==> src/rtl/ip_rx_chksum_feed.sv <==
// ip_rx_chksum_feed: forks RX IP packets into a checksum command, a header-only checksum stream and a full forward stream
module ip_rx_chksum_feed #(
  parameter int DATA_WIDTH = 256,
  parameter int KEEP_WIDTH = DATA_WIDTH / 8
) (
  input  logic                  clk,
  input  logic                  rst,
  input  logic [DATA_WIDTH-1:0] src_data,
  input  logic [KEEP_WIDTH-1:0] src_keep,
  input  logic                  src_val,
  input  logic                  src_last,
  output logic                  src_rdy,
  output logic                  chksum_cmd_val,
  output logic                  chksum_cmd_enable,
  output logic [7:0]            chksum_cmd_start,
  output logic [7:0]            chksum_cmd_offset,
  output logic [15:0]           chksum_cmd_init,
  input  logic                  chksum_cmd_rdy,
  output logic [DATA_WIDTH-1:0] chksum_req_data,
  output logic [KEEP_WIDTH-1:0] chksum_req_keep,
  output logic                  chksum_req_val,
  output logic                  chksum_req_last,
  input  logic                  chksum_req_rdy,
  output logic [DATA_WIDTH-1:0] fwd_data,
  output logic [KEEP_WIDTH-1:0] fwd_keep,
  output logic                  fwd_last,
  output logic                  fwd_val,
  input  logic                  fwd_rdy
);
  typedef enum logic [1:0] {HDR_FIRST, HDR_REST, TAIL} state_t;
  localparam logic [15:0] KW16 = 16'(KEEP_WIDTH);
  state_t state_q, state_d;
  logic [15:0] hdr_rem_q, hdr_rem_d;
  logic cmd_done_q, cmd_done_d, req_done_q, req_done_d, fwd_done_q, fwd_done_d;
  logic [3:0] ihl;
  logic [15:0] hdr_len, cur, n;
  logic first, in_hdr, fire;
  assign chksum_cmd_enable = 1'b1;
  assign chksum_cmd_start  = 8'd0;
  assign chksum_cmd_offset = 8'd10;
  assign chksum_cmd_init   = 16'd0;
  assign chksum_req_data   = src_data;
  assign fwd_data          = src_data;
  assign fwd_keep          = src_keep;
  assign fwd_last          = src_last;
  // cur is the header byte count still owed as of this beat; zero in TAIL
  always_comb begin
    ihl = src_data[DATA_WIDTH-5 -: 4];
    hdr_len = {10'd0, (ihl < 4'd5) ? 4'd5 : ihl, 2'b00};
    first = state_q == HDR_FIRST;
    in_hdr = state_q != TAIL;
    cur = first ? hdr_len : hdr_rem_q;
    n = (cur > KW16) ? KW16 : cur;
    chksum_req_keep = src_keep & ~({KEEP_WIDTH{1'b1}} >> n);
    chksum_req_last = src_last | (cur <= KW16);
    chksum_cmd_val = !rst & src_val & first & !cmd_done_q;
    chksum_req_val = !rst & src_val & in_hdr & !req_done_q;
    fwd_val = !rst & src_val & !fwd_done_q;
    src_rdy = !rst & (!first | cmd_done_q | chksum_cmd_rdy)
                   & (!in_hdr | req_done_q | chksum_req_rdy)
                   & (fwd_done_q | fwd_rdy);
    fire = src_val & src_rdy;
    cmd_done_d = !fire & (cmd_done_q | (chksum_cmd_val & chksum_cmd_rdy));
    req_done_d = !fire & (req_done_q | (chksum_req_val & chksum_req_rdy));
    fwd_done_d = !fire & (fwd_done_q | (fwd_val & fwd_rdy));
    state_d = !fire ? state_q : src_last ? HDR_FIRST : chksum_req_last ? TAIL : HDR_REST;
    hdr_rem_d = !fire ? hdr_rem_q : (state_d == HDR_REST) ? cur - KW16 : 16'd0;
  end
  always_ff @(posedge clk) begin
    if (rst) begin
      state_q <= HDR_FIRST;
      hdr_rem_q <= '0;
      cmd_done_q <= 1'b0;
      req_done_q <= 1'b0;
      fwd_done_q <= 1'b0;
    end else begin
      state_q <= state_d;
      hdr_rem_q <= hdr_rem_d;
      cmd_done_q <= cmd_done_d;
      req_done_q <= req_done_d;
      fwd_done_q <= fwd_done_d;
    end
  end
endmodule
==> config.mk <==
export PLATFORM = sky130hd
export DESIGN_NAME = ip_rx_chksum_feed
export DESIGN_NICKNAME = d
export VERILOG_FILES = /design/src/rtl/ip_rx_chksum_feed.sv
export SDC_FILE = /design/constraint.sdc
export NUM_CORES = 1
export LEC_CHECK = 0
export BUFFER_PORTS_ARGS = -buffer_cell sky130_fd_sc_hd__buf_2
export CAP_MARGIN = 20
export CORE_AREA = 3 3 349 351
export DETAILED_ROUTE_END_ITERATION = 6
export DIE_AREA = 0 0 352 354
export GPL_ROUTABILITY_DRIVEN = 0
export GPL_TIMING_DRIVEN = 0
export PLACE_DENSITY = 0.31
export SYNTH_ARGS = -nofsm -noshare
export SYNTH_HDL_FRONTEND = slang
export SYNTH_SLANG_ARGS = --single-unit
==> constraint.sdc <==
create_clock -name clk -period 4.2 [get_ports clk]
set_clock_uncertainty 0.2 [all_clocks]
set_input_delay 0.63 -clock clk [delete_from_list [all_inputs] [get_ports clk]]
set_output_delay 0.63 -clock clk [all_outputs]
set_load 0.005 [all_outputs]
# Word-level counts from Yosys, hierarchy flattened
# Index checks and enable logic that the tools add are counted.
# Widths: inputs -> output; s select.
[classes] bitwise_logic=27 add_sub_neg=1 n_eq_ne=2 shift=1 n_mux=7 n_lt_le_gt_ge=3 n_reduce_logical=8
[ops] cell="$mux 16" n=3
[ops] cell="$and 32x32->32" n=1
[ops] cell="$not 32->32" n=1
[ops] cell="$shr 32x16->32 const A" n=1
[ops] cell="$and 1x1->1" n=16
[ops] cell="$gt 16x6->1 const B" n=1
[ops] cell="$le 16x6->1 const B" n=1
[ops] cell="$sub 16x6->16 const B" n=1
[ops] cell="$or 1x1->1" n=9
[ops] cell="$logic_not 1->1" n=7
[ops] cell="$mux 2" n=3
[ops] cell="$lt 4x3->1 const B" n=1
[ops] cell="$mux 4" n=1
[ops] cell="$eq 2x1->1 const B" n=1
[ops] cell="$logic_not 2->1" n=1
[ops] cell="$ne 2x2->1 const B" n=1
[totals] input_bits=295 reg_bits=21 elab_cells=54

# Longest topological paths before layout
[logic_depth] ltp_word=11 mapped_depth=10 ltp_nobuf=8

# Worst setup path before layout
# OpenSTA, ideal clock, no wires.
[synth_path] kind="input port to output port" start="input src_data[250]" end="output chksum_req_keep[17]" stages=5 required_time_ns=3.370 n_path_buf=1 slack_ns=1.402 t_arrival_ns=1.968 path_cell_list="or4b_1 > o21ai_1 > clkbuf_1 > nand2_1 > o21a_1"
[synth_via] elab_chain_len=8
[synth_lines] element="start: declaration" line="8" source="input logic [DATA_WIDTH-1:0] src_data,"
[synth_lines] element="$lt 4x3->1" line="49" source="hdr_len = {10'd0, (ihl < 4'd5) ? 4'd5 : ihl, 2'b00};"
[synth_lines] element="$mux 4 (*)" line="49"
[synth_lines] element="$mux 16 (*)" line="52" source="cur = first ? hdr_len : hdr_rem_q;"
[synth_lines] element="$gt 16x6->1" line="53" source="n = (cur > KW16) ? KW16 : cur;"
[synth_lines] element="$mux 16 (*)" line="53"
[synth_lines] element="$shr 32x16->32 (*)" line="54" source="chksum_req_keep = src_keep & ~({KEEP_WIDTH{1'b1}} >> n);"
[synth_lines] element="$not 32->32 (*)" line="54"
[synth_lines] element="$and 32x32->32 (*)" line="54"
[synth_lines] element="end: declaration" line="20" source="output logic [KEEP_WIDTH-1:0] chksum_req_keep,"
# Mark *: on every way between the ends. The rest lies on a longest branch, timed or not.

# Final worst setup path
[layout_path] start="input src_data[250]" end="output chksum_req_keep[16]"
# Same word-level chain as after synthesis.

==> results by stage <==
Global route:
- The global-route wire length before repair is between 60000 and 70000 um.
- The final global-route overflow total is 0.
- The number of antenna violations at the first check in global routing is 34.
- The global-route usage over all layers is 8.238%.
- The number of global-route vias before repair came to 6543.
- Entering global routing, the biggest net connects 14 pins.

Placed design:
- In this run the cell area measured after placement is 0.01117 mm2.
- Once placement completed, the tool counted placed cells totaling 3057.
- The HPWL reported at the end of detailed placement is between 50000 and 60000 um.
- The count of input and output buffers is 623.
- At the placement stage, the worst setup path has a slack of -627.8 ps.

Power and ir drop:
- For this design the static power due to leakage is 5.960 nW.
- The power per cell area is 122.2 mW/mm2.
- The peak supply drop is 94.04 uV.

Timing:
- Setup repair after global routing left no endpoint under its margin.
- The final count of hold timing violations is 0.
- At the pin with the least slew margin, the transition time is 878.0 ps.
- Setup violations remaining at the end of the flow were counted as 0.
- The worst pin sits at a relative slew slack of between 40 and 50%.
- The smallest clock period supported by the final layout is computed as around 3900 ps.
- The worst path meets setup with 325.3 ps of slack.
- The final count of pins violating max slew is 0.
- The timing-limited maximum frequency is roughly 260 MHz.
- The final critical path takes up 92.25% of the cycle.

Run:
- The tool flagged a number of max-cap violations equal to 0.

Critical path:
- The critical-path maximum fanout is 10.
- The signal on the critical path passes through buf_2 -> or4b_1 -> o21ai_1 -> clkbuf_1 -> nand2_1 -> and2_1 -> buf_2.
- The highest-delay cell along the critical path is sky130_fd_sc_hd__or4b_1.
- The type of destination of the critical path is a primary output.
- The start point of the critical path is src_data[250].
- The number of cells traversed by the worst register-to-register path is 10.
- The cell family contributing the most delay on the critical path is simple AND/OR/NAND/NOR gates.
- The termination of the worst setup path is chksum_req_keep[16].
- By instance count, the cell type seen most on the critical path is sky130_fd_sc_hd__buf_2.
- For the worst setup path, the data arrival time is 3040 ps.
- The worst setup path is launched from an input port.
- The critical path is of the input port to primary output type.
- The critical path contains buffers and inverters numbering 3 combined.
- The worst stage delay on the critical path is 590 ps.
- Data on the critical path is required at its endpoint by roughly 3400 ps.
- The internal reg-to-reg setup slack is 860 ps.
- The critical path runs through a total of 7 cells.
- The worst register-to-register path ends at hdr_rem_q[15].
- The startpoint identified for the worst register-to-register timing path is state_q[0].

Logic synthesis:
- Synthesis instantiated 49 different standard cells from the library.
- The share of the Yosys chip area taken by registers is roughly 7.1%.
- The number of warnings issued by yosys is 0.
- After synthesis the netlist holds a flip-flop and latch count of 21.
- The instance count of the mapped netlist is 790.
- The netlist area before placement is 0.005909 mm2.
- The per-instance average area after synthesis is 7.480 um2.

Clock network:
- The clock passes through at most 2 buffers.
- TritonCTS built the clock tree.
- Counting the buffers created by CTS gives 3.
- The clock latency on the worst-skew pair is 280 ps.
- After clock tree synthesis, the clock-pin slew on the worst setup and hold paths is 70 ps.
- The total number of H-tree levels is 1.
- The tree built by TritonCTS fans out to 21 sinks.
- After clock tree synthesis, the setup repair step added 0 buffers.
- Buffers inserted to repair hold after CTS numbered 0.
- The master cell of the clock root buffer is sky130_fd_sc_hd__clkbuf_16.
- Gates resized during post-CTS repair numbered 3.

Worst hold path:
- The tightest min-delay check is of the register to register type.
- The number of stages on the worst hold path is 2.

Route:
- The total detailed-routing wirelength is 54730 um.
- The detailed-router iteration count before antenna repair is 4.
- The via-per-instance ratio is 2.233.
- For this run, design rule violations remaining after detail routing come to 0.
- The vias after detailed routing is 6854.
- After detailed routing, the average wire length per cell comes to 17.83 um.
- The count of nets left with antenna violations once routing finished came out at 0.
- In this run, the number of DRC markers left after iteration 0 of detailed routing was 244.

Die:
- The die extent in x is 352 um.
- The area enclosed by the die boundary is 0.1246 mm2.
- Pin placement for this block handled 910 I/O pins.
- The area of the core region is 0.1193 mm2.
- The die is 354 um tall.
- The floorplan has ~130 rows.
- The initial core utilization is under 10%.

Layout:
- Cells with a size suffix above 1 make up ~84% of the layout.
- Leaving out fill and tap cells, the most frequent cell in the layout is sky130_fd_sc_hd__buf_2.
- The finished cells cover 0.01128 mm2.
- The library cells used most frequently in the layout, excluding fill and tap cells, are sky130_fd_sc_hd__buf_2 (627), sky130_fd_sc_hd__buf_4 (578), sky130_fd_sc_hd__conb_1 (33).
- The count of placed standard cells in the final layout, fillers left out is a little over 3000.
- The number of nets in the final layout is 1746.
- Compared with the post-synthesis result, the final layout area differs by 90.85%.

Status:
- The flow ran to the end, and the final reports show no timing, DRC or antenna violations.
[where the power goes]
group / switching, mW / internal, mW / leakage [nW] / total (mW)
sequential: 0.00445 / 0.203 / 0.170 / 0.207
clock: 0.105 / 0.130 / 0.0372 / 0.235
combinational: 0.360 / 0.575 / 5.75 / 0.935
total: 0.470 / 0.908 / 5.96 / 1.38
[state kept, by name (all words and copies together) (netlist names)]
register,count
cmd_done_q,1
req_done_q,1
hdr_rem_q,16
state_q,2
fwd_done_q,1
[synth_stat cells (all sizes together)]
library cell / number / area share, %
buf: 584 / 74
nor2: 24 / 1.5
o21ai: 24 / 2.0
dfxtp: 21 / 7.1
o21a: 19 / 2.4
nand2: 17 / 1.2
a21oi: 16 / 1.4
and2: 9 / 0.95
a21boi: 7 / 0.89
clkbuf: 6 / 0.38
nor2b: 5 / 0.53
nor3: 5 / 0.42
a22o: 4 / 0.59
nand3: 4 / 0.34
a22oi: 3 / 0.38
nor3b: 3 / 0.38
o22ai: 3 / 0.32
or2: 3 / 0.32
or3: 3 / 0.32
or4: 3 / 0.44
a31oi: 2 / 0.21
conb: 2 / 0.13
nand2b: 2 / 0.21
nand4: 2 / 0.21
o211ai: 2 / 0.25
o311ai: 2 / 0.42
a211o: 1 / 0.15
a32oi: 1 / 0.15
a41o: 1 / 0.17
a41oi: 1 / 0.15
ha: 1 / 0.21
inv: 1 / 0.063
nand3b: 1 / 0.13
o2111ai: 1 / 0.15
o211a: 1 / 0.17
o221ai: 1 / 0.15
o311a: 1 / 0.17
o31ai: 1 / 0.13
o32a: 1 / 0.17
o32ai: 1 / 0.47
or4b: 1 / 0.17
[logic make-up (layout without fill, tap and decap cells)]
family / Yosys count / count (layout) / share of synthesized area, %
AO/OA/AOI/OAI: 93 / 93 / 10.95
flip-flops: 21 / 21 / 7.114
adder cells (fa/ha/maj): 1 / 1 / 0.2117
other: 2 / 41 / 0.1271
AND/OR/NAND/NOR: 82 / 82 / 7.156
buffers and inverters: 591 / 1219 / 74.44
[how the worst min path moves through the flow]
| stage | start | to |
|---|---|---|
| 2_1_floorplan | hdr_rem_q[3] | hdr_rem_q[3] |
| 3_3_place_gp | hdr_rem_q[3] | hdr_rem_q[3] |
| 3_5_place_dp | hdr_rem_q[3] | hdr_rem_q[3] |
| 4_1_cts | hdr_rem_q[3] | hdr_rem_q[3] |
| 5_1_grt | hdr_rem_q[4] | hdr_rem_q[4] |
| 6_report | hdr_rem_q[3] | hdr_rem_q[3] |
[stage by stage]
step | utilization, % | power (mW) | setup TNS [ps] | hold WS, ps
after CTS | 9.434 | 1.408 | 0 | 258.9
final | 9.451 | 1.378 | 0 | 253.8
after detailed placement | 9.357 | 1.159 | -1745 | 241.6
after global routing | 9.434 | 1.480 | 0 | 285.9
after floorplan | - | 0.7389 | 0 | 218.7
after global placement | 9.352 | 1.172 | -2146 | 239.2
[worst min-delay path: stages, from the launching register on]
cell	delay, ps
sky130_fd_sc_hd__dfxtp_1	320
sky130_fd_sc_hd__nand2_1	40
sky130_fd_sc_hd__o21ai_0	60
[metal layers]
| layer | GRT usage, % | part of all wire, % | vias to the layer above |
|---|---|---|---|
| met5 | 0 | 0 | - |
| met4 | 0.6487 | 1.2 | 0 |
| met1 | 10.71 | 43 | 3049 |
| li1 | - | - | 3242 |
| met3 | 2.055 | 7.8 | 52 |
| met2 | 14.22 | 48 | 511 |
[area by class of cell]
type	instances	area, um2
inverter	1	3.754
antenna	8	20.02
buffer	590	4395
fill	14080	108100
tap	1612	2017
multi-input combinational	209	1216
clock buffer	3	75.07
sequential	21	420.4
timing repair buffer	624	3123
clock inverter	1	7.507
No activity file was read; power rests on OpenSTA's default activity.
